[src/rtl/bcd_serial_subtractor.sv]
// Packed-BCD serial subtractor, diff = a - b - bin, one digit per clock, LSD first. Optional: BCD_SUB_SIGNED_MAG_EN.
// Latency: done DIGITS+1 cycles after start (2*DIGITS+1 when the signed-magnitude pass runs).
// Backpressure: none; start is taken only in IDLE, otherwise dropped (no queuing).
module bcd_serial_subtractor #(
  parameter int DIGITS = 4
) (
  input  logic                clk,
  input  logic                rst_n,
  input  logic                start,
  input  logic [4*DIGITS-1:0] a,
  input  logic [4*DIGITS-1:0] b,
  input  logic                bin,
  output logic                busy,
  output logic                done,
  output logic [4*DIGITS-1:0] diff,
  output logic                bout,
  output logic                neg,
  output logic                err
);

  localparam int W  = 4 * DIGITS;
  localparam int CW = (DIGITS > 1) ? $clog2(DIGITS) : 1;

  typedef enum logic [1:0] {IDLE, SUB, NEG, DONE} state_t;

  state_t         state, state_nx;
  logic [CW-1:0]  idx;
  logic           last;
  logic [W-1:0]   a_r, b_r;
  logic           brw;
  logic [3:0]     x, y, dd;
  logic [4:0]     t;
  logic           lt;

  assign last = (idx == CW'(DIGITS - 1));
  assign busy = (state == SUB) || (state == NEG);
  assign done = (state == DONE);

  // Shared digit datapath: SUB works on a_r/b_r, NEG on 0 - diff (in place).
  always_comb begin
    x = a_r[3:0];
    y = b_r[3:0];
    if (state == NEG) begin
      x = 4'd0;
      y = diff[3:0];
    end
    t  = {1'b0, x} - {1'b0, y} - {4'd0, brw};
    lt = t[4];
    dd = lt ? (t[3:0] + 4'd10) : t[3:0];
  end

  always_comb begin
    state_nx = state;
    case (state)
      IDLE: if (start) state_nx = SUB;
      SUB: begin
        if (last) begin
`ifdef BCD_SUB_SIGNED_MAG_EN
          state_nx = lt ? NEG : DONE;
`else
          state_nx = DONE;
`endif
        end
      end
      NEG:     if (last) state_nx = DONE;
      DONE:    state_nx = IDLE;
      default: state_nx = IDLE;
    endcase
  end

  always_ff @(posedge clk or negedge rst_n) begin
    if (!rst_n) state <= IDLE;
    else        state <= state_nx;
  end

  // Operands shift right; result digits enter at the top so diff ends up in order.
  always_ff @(posedge clk or negedge rst_n) begin
    if (!rst_n) begin
      idx  <= '0;
      a_r  <= '0;
      b_r  <= '0;
      brw  <= 1'b0;
      diff <= '0;
      bout <= 1'b0;
      err  <= 1'b0;
`ifdef BCD_SUB_SIGNED_MAG_EN
      neg  <= 1'b0;
`endif
    end else begin
      case (state)
        IDLE: begin
          if (start) begin
            a_r  <= a;
            b_r  <= b;
            brw  <= bin;
            idx  <= '0;
            err  <= 1'b0;
            bout <= 1'b0;
`ifdef BCD_SUB_SIGNED_MAG_EN
            neg  <= 1'b0;
`endif
          end
        end
        SUB: begin
          diff <= (diff >> 4) | (W'(dd) << (W - 4));
          a_r  <= a_r >> 4;
          b_r  <= b_r >> 4;
          brw  <= lt;
          if ((a_r[3:0] > 4'd9) || (b_r[3:0] > 4'd9)) err <= 1'b1;
          if (last) begin
            idx  <= '0;
            bout <= lt;
            brw  <= 1'b0;
          end else begin
            idx <= idx + 1'b1;
          end
        end
        NEG: begin
          diff <= (diff >> 4) | (W'(dd) << (W - 4));
          brw  <= lt;
          if (last) begin
            idx <= '0;
`ifdef BCD_SUB_SIGNED_MAG_EN
            neg <= 1'b1;
`endif
          end else begin
            idx <= idx + 1'b1;
          end
        end
        default: ;
      endcase
    end
  end

`ifndef BCD_SUB_SIGNED_MAG_EN
  assign neg = 1'b0;
`endif

endmodule

[config.mk]
export PLATFORM = sky130hd
export DESIGN_NAME = bcd_serial_subtractor
export DESIGN_NICKNAME = d
export VERILOG_FILES = /design/src/rtl/bcd_serial_subtractor.sv
export SDC_FILE = /design/constraint.sdc
export NUM_CORES = 1
export LEC_CHECK = 0
export ABC_AREA = 0
export CORE_ASPECT_RATIO = 1.5
export CORE_MARGIN = 2
export CORE_UTILIZATION = 40
export CTS_CLUSTER_SIZE = 24
export DETAILED_ROUTE_END_ITERATION = 12
export PLACE_DENSITY = 0.7
export SETUP_SLACK_MARGIN = 0.15
export SLEW_MARGIN = 10
export SYNTH_ARGS = -nofsm -noshare
export SYNTH_HDL_FRONTEND = slang
export SYNTH_SLANG_ARGS = --single-unit
[constraint.sdc]
create_clock -name clk -period 2.8 [get_ports clk]
set_clock_uncertainty 0.1 [all_clocks]
set_input_delay 0.56 -clock clk [delete_from_list [all_inputs] [get_ports clk]]
set_output_delay 0.56 -clock clk [all_outputs]
set_load 0.02 [all_outputs]
## After elaboration in Yosys (flattened, before gate mapping)

Index checks and enable logic that the tools add are counted.

- Add/subtract/negate cells: 4
- Magnitude comparators: 2
- Equality and inequality tests: 8
- Mux-type cells: 21
- Bitwise operators: 1
- Reductions and logical operators: 13

Operators with widths:

| kind | number |
|---|---|
| $pmux W16 S2 | 2 |
| $mux W16 | 2 |
| $or A12 B16 Y16 | 1 |
| $mux W4 | 3 |
| $gt A4 B4 Y1 const B | 2 |
| $mux W2 | 4 |
| $reduce_and A2 Y1 | 4 |
| $eq A2 B2 Y1 const B | 3 |
| $pmux W2 S3 | 1 |
| $reduce_and A3 Y1 | 2 |
| $mux W1 | 5 |
| $sub A4 B4 Y5 | 1 |
| $sub A5 B1 Y5 | 1 |
| $add A4 B4 Y4 const B | 1 |
| $ne A2 B1 Y1 const B | 2 |
| $ne A2 B2 Y1 const B | 2 |
| $pmux W1 S2 | 2 |
| $pmux W2 S2 | 1 |
| $reduce_bool A2 Y1 | 2 |
| $pmux W1 S3 | 1 |
| $reduce_bool A3 Y1 | 1 |
| $add A2 B1 Y2 const B | 1 |
| $eq A2 B1 Y1 const B | 1 |
| $logic_not A2 Y1 | 1 |
| other kinds (2) | 3 |

- Register bits: 55
- Output and inout port bits: 21

## Depth between registers and ports, before layout

Gate-level depths: netlist (run 1).

- Word-level depth: 7
- Mapped depth: 10
- Mapped depth without buffers: 10

## Least setup slack after synthesis (run 1)

OpenSTA, ideal clock, no wires.

- Path kind: reg2reg
- Start: register state[0]
- End: register diff[15]
- Arrival time: 2.516 ns
- Data required time: 2.576 ns
- Path slack: 0.060 ns
- Stages on the path, launching flop included: 11
- Path buffers: 0
- Clock period less this slack: 2.740 ns
- Path through: dfrtp_1 inv_1 ha_1 mux2_2 ha_1 inv_1 ha_1 or2_2 o22a_1 o2111a_1 a211o_1

- Cells in the longest elaborated chain, start to end: 7
- Elaborated cells on any way between the ends: 10
- Those cells by class: add/sub: 3; eq/ne: 2; mux: 3; bitwise: 1; reduce/logical: 1

Ends and longest elaborated chain:

| element | RTL line | source |
|---|---|---|
| from (decl) | 26 | `state_t state, state_nx;` |
| from (signal assigned) | 73 | `else state <= state_nx;` |
| $eq A2 B2 Y1 | 43, 90 |  |
| $mux W4 | 43 | `if (state == NEG) begin` |
| $sub A4 B4 Y5 | 47 | `t = {1'b0, x} - {1'b0, y} - {4'd0, brw};` |
| $sub A5 B1 Y5 | 47 |  |
| $add A4 B4 Y4 | 49 | `dd = lt ? (t[3:0] + 4'd10) : t[3:0];` |
| $mux W4 | 49 |  |
| $or A12 B16 Y16 | 105, 119 |  |
| to (signal assigned) | 105 | `diff <= (diff >> 4) \| (W'(dd) << (W - 4));` |
| to (signal assigned) | 119 | `diff <= (diff >> 4) \| (W'(dd) << (W - 4));` |
| to (decl) | 15 | `output logic [4*DIGITS-1:0] diff,` |

Parallel ways exist; a longest one is shown, timed or not.
A chain may end at the register's enable or synchronous reset.

## Worst setup path after layout (run 1)

- Start: register state[1]
- End: register diff[15]

The elaborated chain is that of the path after synthesis.

==> results of run 1 <==
timing repair:
action / 4_1_cts / 5_1_grt
pin swaps: 2 / 2
buffers inserted: 2 / 1
gates resized for setup: 8 / 6
endpoints found under the setup margin: 4 / 5
hold buffers: 0 / 0
worst max path at each step:
stage / cells after the start / slack [ps] / end
final: 8 / 110 / diff[15]
after global routing: 10 / 30 / diff[15]
after CTS: 9 / 120 / diff[15]
after detailed placement: 8 / 10 / diff[15]
after global placement: 9 / 110 / diff[15]
after floorplan: 10 / 150 / diff[15]
cell families (layout without fill, tap and decap cells):
group / Yosys count / in the layout
buffers and inverters: 24 / 80
multiplexers: 42 / 42
flip-flops: 55 / 55
AND/OR/NAND/NOR: 58 / 58
other: 1 / 1
adder cells (fa/ha/maj): 14 / 14
XOR/XNOR: 2 / 2
AO/OA/AOI/OAI: 58 / 58
routing by layer:
metal	GRT usage (%)	up-vias
met3	2.581	9
met5	0	-
met1	18.13	945
met4	4.582	0
met2	25.73	45
li1	-	989
registers in the layout (all words and copies together) (netlist names):
name	cells
diff	16
idx	2
a_r	16
state	2
b_r	16
brw	1
bout	1
err	1
synthesized netlist by cell type, types with 2 or more instances:
cell       n  area share (%)
a21oi_1    5            0.91
nand2b_1  13             3.0
nand2_1   35             4.8
and3b_1    2            0.64
o22a_1     2            0.64
nor2b_1    2            0.45
xnor2_1    2            0.64
ha_1      12             5.5
buf_2      6             1.1
fa_1       2             1.5
o21ai_0   39             7.1
inv_1     10             1.4
mux2_2    15             6.1
nor2_1     4            0.55
a22o_1     2            0.64
clkbuf_1   6            0.82
a32o_1     2            0.73
mux2i_1   27             9.8
dfrtp_1   55              50
critical path, cell delays in order (launching register included):
cell and delay, ps:
dfrtp_2 480, ha_4 200, mux2i_2 150, fa_2 380, ha_1 300, and3b_1 180, or3_4 330, a2111oi_2 360
a211o_1 140
power by group through the flow:
| stage | clock (mW) | sequential (mW) | combinational (mW) |
|---|---|---|---|
| CTS | 0.521 | 1.46 | 3.19 |
| finish | 0.507 | 1.46 | 3.26 |
| floorplan | 0 | 1.57 | 2.10 |
| global placement | 0 | 1.45 | 3.01 |
| detailed placement | 0 | 1.47 | 3.09 |
| global route | 0.551 | 1.51 | 3.62 |
cell type report:
cell class / count / area, sq um / share of cell area (%)
inverter: 10 / 37.54 / 1.045
timing repair buffer: 63 / 630.6 / 17.56
tap: 78 / 97.59 / 2.718
clock buffer: 6 / 72.57 / 2.021
multi-input combinational: 175 / 1345 / 37.46
clock inverter: 1 / 30.03 / 0.8362
sequential: 55 / 1378 / 38.36
==> impl_metrics.py, run 1 <==
metrics = {
    "die": {
        "die_h_um": 105.6,
        "coreArea_sq_um": 6759,
        "chipWidth_um": 71.70,
        "die-area_sq_um": 7568,
        "initial_core_util_pct": 40.69,
        "pin_count": 57,
        "placementRows": 37,
    },
    "power_and_ir_drop": {
        "combPwrFrac_pct": 62.4,
        "cellInternalPower_mw": 3.089,
        "switchingPower_mw": 2.130,
        "pwr-share-seq_pct": 27.9,
        "p_per_area_nw_per_um2": 1453,
        "ir_drop_mv": 0.4715,
        "p_clk_share_pct": 9.7,
        "power_mw": 5.219,
        "switching_share_pct": 40.81,
        "power.leakage_nw": 1.576,
    },
    "final_layout": {
        "drive_above_1_share_pct": 15.16,
        "n_fill_cell": 620,
        "layout_common_cells": "dfrtp_1, clkdlybuf4s50_1, o21ai_0, nand2_1, mux2i_1",
        "fin_util_pct": 53.13,
        "diodes": 0,
        "syn2layout_area_growth_pct": 30.57,
        "stdcell_count": 388,
        "nets": 360,
        "final_cell_area_sq_um": 3591,
    },
    "drt": {
        "top_layer": "met4",
        "ant_nets": 0,
        "dr_wl_met3_um": 204,
        "vias_per_cell": 5.124,
        "vias": 1988,
        "detail_route.wl_per_cell_um": 13.41,
        "wl_met2_um": 2733,
        "dr.pass1.iters": 4,
        "met1_length_um": 2188,
        "route.final.wire_length_um": 5203,
        "first_iter_violations": 76,
        "drcViolationCount": 0,
    },
    "global_routing": {
        "overflow": 0,
        "antenna_found_initial": 0,
        "grt_max_degree": 66,
        "grt_pass1_vias": 1998,
        "grt_first_pass_wirelength_um": 8887,
        "grtUsageTotal_pct": 14.70,
    },
    "sta": {
        "slew_headroom_pct": 55.53,
        "max_freq_mhz": 371.1,
        "rsz0062_at_grt": "yes",
        "min_period_ps": 2694,
        "fin_setup_tns_ps": 0,
        "worst_slack_ps": 105.5,
        "finalCritPeriodShare_pct": 96.23,
        "slew_violations": 0,
        "hold_ws_ps": 186.7,
        "hold_viol": 0,
        "worst_pin_slew_ps": 667.0,
        "finalSetupViolations": 0,
    },
    "clock_tree": {
        "cts_max_level": 2,
        "worstSkewPairLatency_ps": 300,
        "cts_root_buf": "clkbuf_8",
        "cts_sinks": 55,
        "path_clk_slew_ps": 90,
        "clk_path_buf_depth": 2,
        "tritoncts": "done",
        "numCtsBuffers": 5,
    },
    "synthesis": {
        "ys_warn_count": 0,
        "synth_cell_type_count": 32,
        "synth_area_sq_um": 2750,
        "synth-xor-area-share_pct": 0.6369,
        "synth_edf_count": 0,
        "ys.flop_type": "dfrtp_1",
        "ys_async_sr_fraction_pct": 100.0,
        "ys_ff_latch": 55,
        "synth_fp_nets": 304,
        "synth_top_family_by_area": "multiplexers",
        "yosys.area_share.simple_pct": 10.01,
        "yosys.area_share.adder_pct": 6.915,
        "synth_compound_area_share_pct": 12.60,
        "muxShareOfSynthArea_pct": 15.97,
        "syn_inst": 254,
        "seq_area_frac_synth_pct": 50.05,
        "avgSynthCellArea_sq_um": 10.83,
    },
    "placed_design": {
        "placedCellCount": 378,
        "dpl.hpwl_um": 3802,
        "gp_congestion": 0.8061,
        "dp_slack_ps": 13.93,
        "dpl_cell_area_sq_um": 3420,
        "io_buffers": 55,
    },
    "worst_setup_path": {
        "path_max_fanout": 6,
        "path_class": "reg2reg",
        "startpoint_type": "flip-flop",
        "reg2regPathDepth": 8,
        "startpoint": "state[1]",
        "cp-end-kind": "flip-flop",
        "rr_endpoint": "diff[15]",
        "worstPathRequired_ps": 2940,
        "rrSetupSlack_ps": 110,
        "arrival_ps": 2840,
        "timing.rr.start": "state[1]",
    },
    "outcome": {
        "status": "completed",
    },
    "hold_path": {
        "hold_class": "in2async",
    },
    "run": {
        "drv_cap": 0,
    },
}
Power figures use the tool's default switching activity.
==> inputs of run 2 (changes only) <==
Settings changed: CTS_CLUSTER_DIAMETER set to 120, REMOVE_ABC_BUFFERS set to 1.
==> run 2 against run 1 <==
Sequential power about the same. Worst hold slack improved by 73 ps. Register-to-register slack got worse by 30 ps. Fmax down 1.0%. Highest routed layer unchanged.
==> impl_metrics.py, run 2 (synthesis results as in run 1) <==
metrics = {
    "outcome": {
        "status": "completed",
    },
    "drt": {
        "met1_length_um": 2136,
        "detail_route.wl_per_cell_um": 12.85,
        "ant_nets": 0,
        "wl_met2_um": 2563,
        "drcViolationCount": 0,
        "first_iter_violations": 103,
        "vias": 1936,
        "vias_per_cell": 4.951,
        "dr.pass1.iters": 4,
        "route.final.wire_length_um": 5024,
        "top_layer": "met4",
        "dr_wl_met3_um": 220,
    },
    "power_and_ir_drop": {
        "combPwrFrac_pct": 63.0,
        "pwr-share-seq_pct": 27.4,
        "cellInternalPower_mw": 3.123,
        "power.leakage_nw": 1.592,
        "power_mw": 5.241,
        "switching_share_pct": 40.41,
        "ir_drop_mv": 0.5244,
        "p_per_area_nw_per_um2": 1460,
        "p_clk_share_pct": 9.6,
        "switchingPower_mw": 2.118,
    },
    "die": {
        "pin_count": 57,
        "coreArea_sq_um": 6759,
        "chipWidth_um": 71.70,
        "die_h_um": 105.6,
        "placementRows": 37,
        "initial_core_util_pct": 40.69,
        "die-area_sq_um": 7568,
    },
    "sta": {
        "max_freq_mhz": 367.3,
        "slew_headroom_pct": 54.73,
        "slew_violations": 0,
        "finalSetupViolations": 0,
        "worst_pin_slew_ps": 679.0,
        "fin_setup_tns_ps": 0,
        "rsz0062_at_grt": "yes",
        "finalCritPeriodShare_pct": 97.25,
        "hold_viol": 0,
        "min_period_ps": 2723,
    },
    "final_layout": {
        "final_common_cell": "dfrtp_1",
        "diodes": 0,
        "n_fill_cell": 636,
        "nets": 363,
        "final_cell_area_sq_um": 3590,
        "top_regs": "a_r (16), b_r (16), diff (16)",
        "multi_input_area_sq_um": 1335,
        "layout.area.seq_sq_um": 1376,
        "layout_common_cells": "dfrtp_1, clkdlybuf4s50_1, o21ai_0, nand2_1, mux2i_1",
        "fin_util_pct": 53.11,
        "syn2layout_area_growth_pct": 30.53,
        "stdcell_count": 391,
        "drive_above_1_share_pct": 15.34,
    },
    "worst_setup_path": {
        "startpoint_type": "flip-flop",
        "rrSetupSlack_ps": 80,
        "path_class": "reg2reg",
        "cp-end-kind": "flip-flop",
        "worstPathRequired_ps": 2890,
        "path_max_fanout": 6,
        "arrival_ps": 2820,
    },
    "hold_path": {
        "hold_class": "in2async",
    },
    "global_routing": {
        "grt_first_pass_wirelength_um": 8845,
        "antenna_found_initial": 0,
        "grt_max_degree": 69,
        "grt_pass1_vias": 2024,
        "grtUsageTotal_pct": 14.64,
        "overflow": 0,
    },
    "clock_tree": {
        "tritoncts": "done",
        "hold_buffers": 0,
        "numCtsBuffers": 5,
        "cts_root_buf": "clkbuf_8",
        "path_clk_slew_ps": 90,
        "cts_max_level": 2,
        "cts_sinks": 55,
        "clk_path_buf_depth": 2,
        "worstSkewPairLatency_ps": 300,
    },
    "placed_design": {
        "placedCellCount": 380,
        "dpl_cell_area_sq_um": 3410,
        "gp_congestion": 0.8720,
        "io_buffers": 55,
        "dpl.hpwl_um": 3561,
    },
    "run": {
        "drv_cap": 0,
    },
}
==> run 2: area by class of cell <==
type | count | share of cell area, %
Sequential cell | 55 | 38.34
Clock buffer | 6 | 2.022
Inverter | 10 | 1.046
Multi-Input combinational cell | 175 | 37.19
Clock inverter | 1 | 0.8365
Tap cell | 78 | 2.719
Timing Repair Buffer | 66 | 17.85
==> run 2: worst max-delay path, cell delays in order, from the launching register on <==
cell and delay [ps]:
dfrtp_1 450, ha_2 260, nor2b_1 180, fa_2 240
inv_2 50, fa_2 390, and3b_1 210, o22a_1 240
o2111a_1 260, a211o_1 220
==> run 2: final timing paths <==
| path | from | endpoint | cells past startpoint |
|---|---|---|---|
| min in group clk | a_r[8] | a_r[8] | 2 |
| worst min register to register | a_r[8] | a_r[8] | 2 |
| worst min-delay path | rst_n | a_r[14] | 2 |
| worst max register to register | state[1] | diff[15] | 9 |
| max in group asynchronous | rst_n | bout | 2 |
| worst max-delay path | state[1] | diff[15] | 9 |
==> run 2: timing repair <==
action                     in CTS  in global routing
gates resized for setup         7                  6
setup buffers                   2                  2
setup endpoints to repair       5                  5
pin swaps                       2                  5
cloned                          0                  0
==> run 2: power groups by stage <==
stage | sequential, mW | clock, mW | combinational [mW]
finish | 1.43 | 0.503 | 3.30
global route | 1.50 | 0.554 | 3.68
CTS | 1.45 | 0.524 | 3.21
detailed placement | 1.46 | 0 | 3.12
global placement | 1.44 | 0 | 3.04
floorplan | 1.57 | 0 | 2.02
==> run 2: routing by layer <==
layer	global-route usage (%)	vias up
li1	-	982
met1	17.25	889
met2	25.13	55
met3	3.250	10
met4	6.334	0
met5	0	-
==> run 2: stage by stage <==
step / setup WS (ps) / hold WS (ps)
after floorplan: -1336 / 164.4
final: 77.08 / 259.7
after global routing: -25.05 / 328.1
after CTS: 95.81 / 294.3
after global placement: 52.15 / 361.0
after detailed placement: -35.98 / 370.1
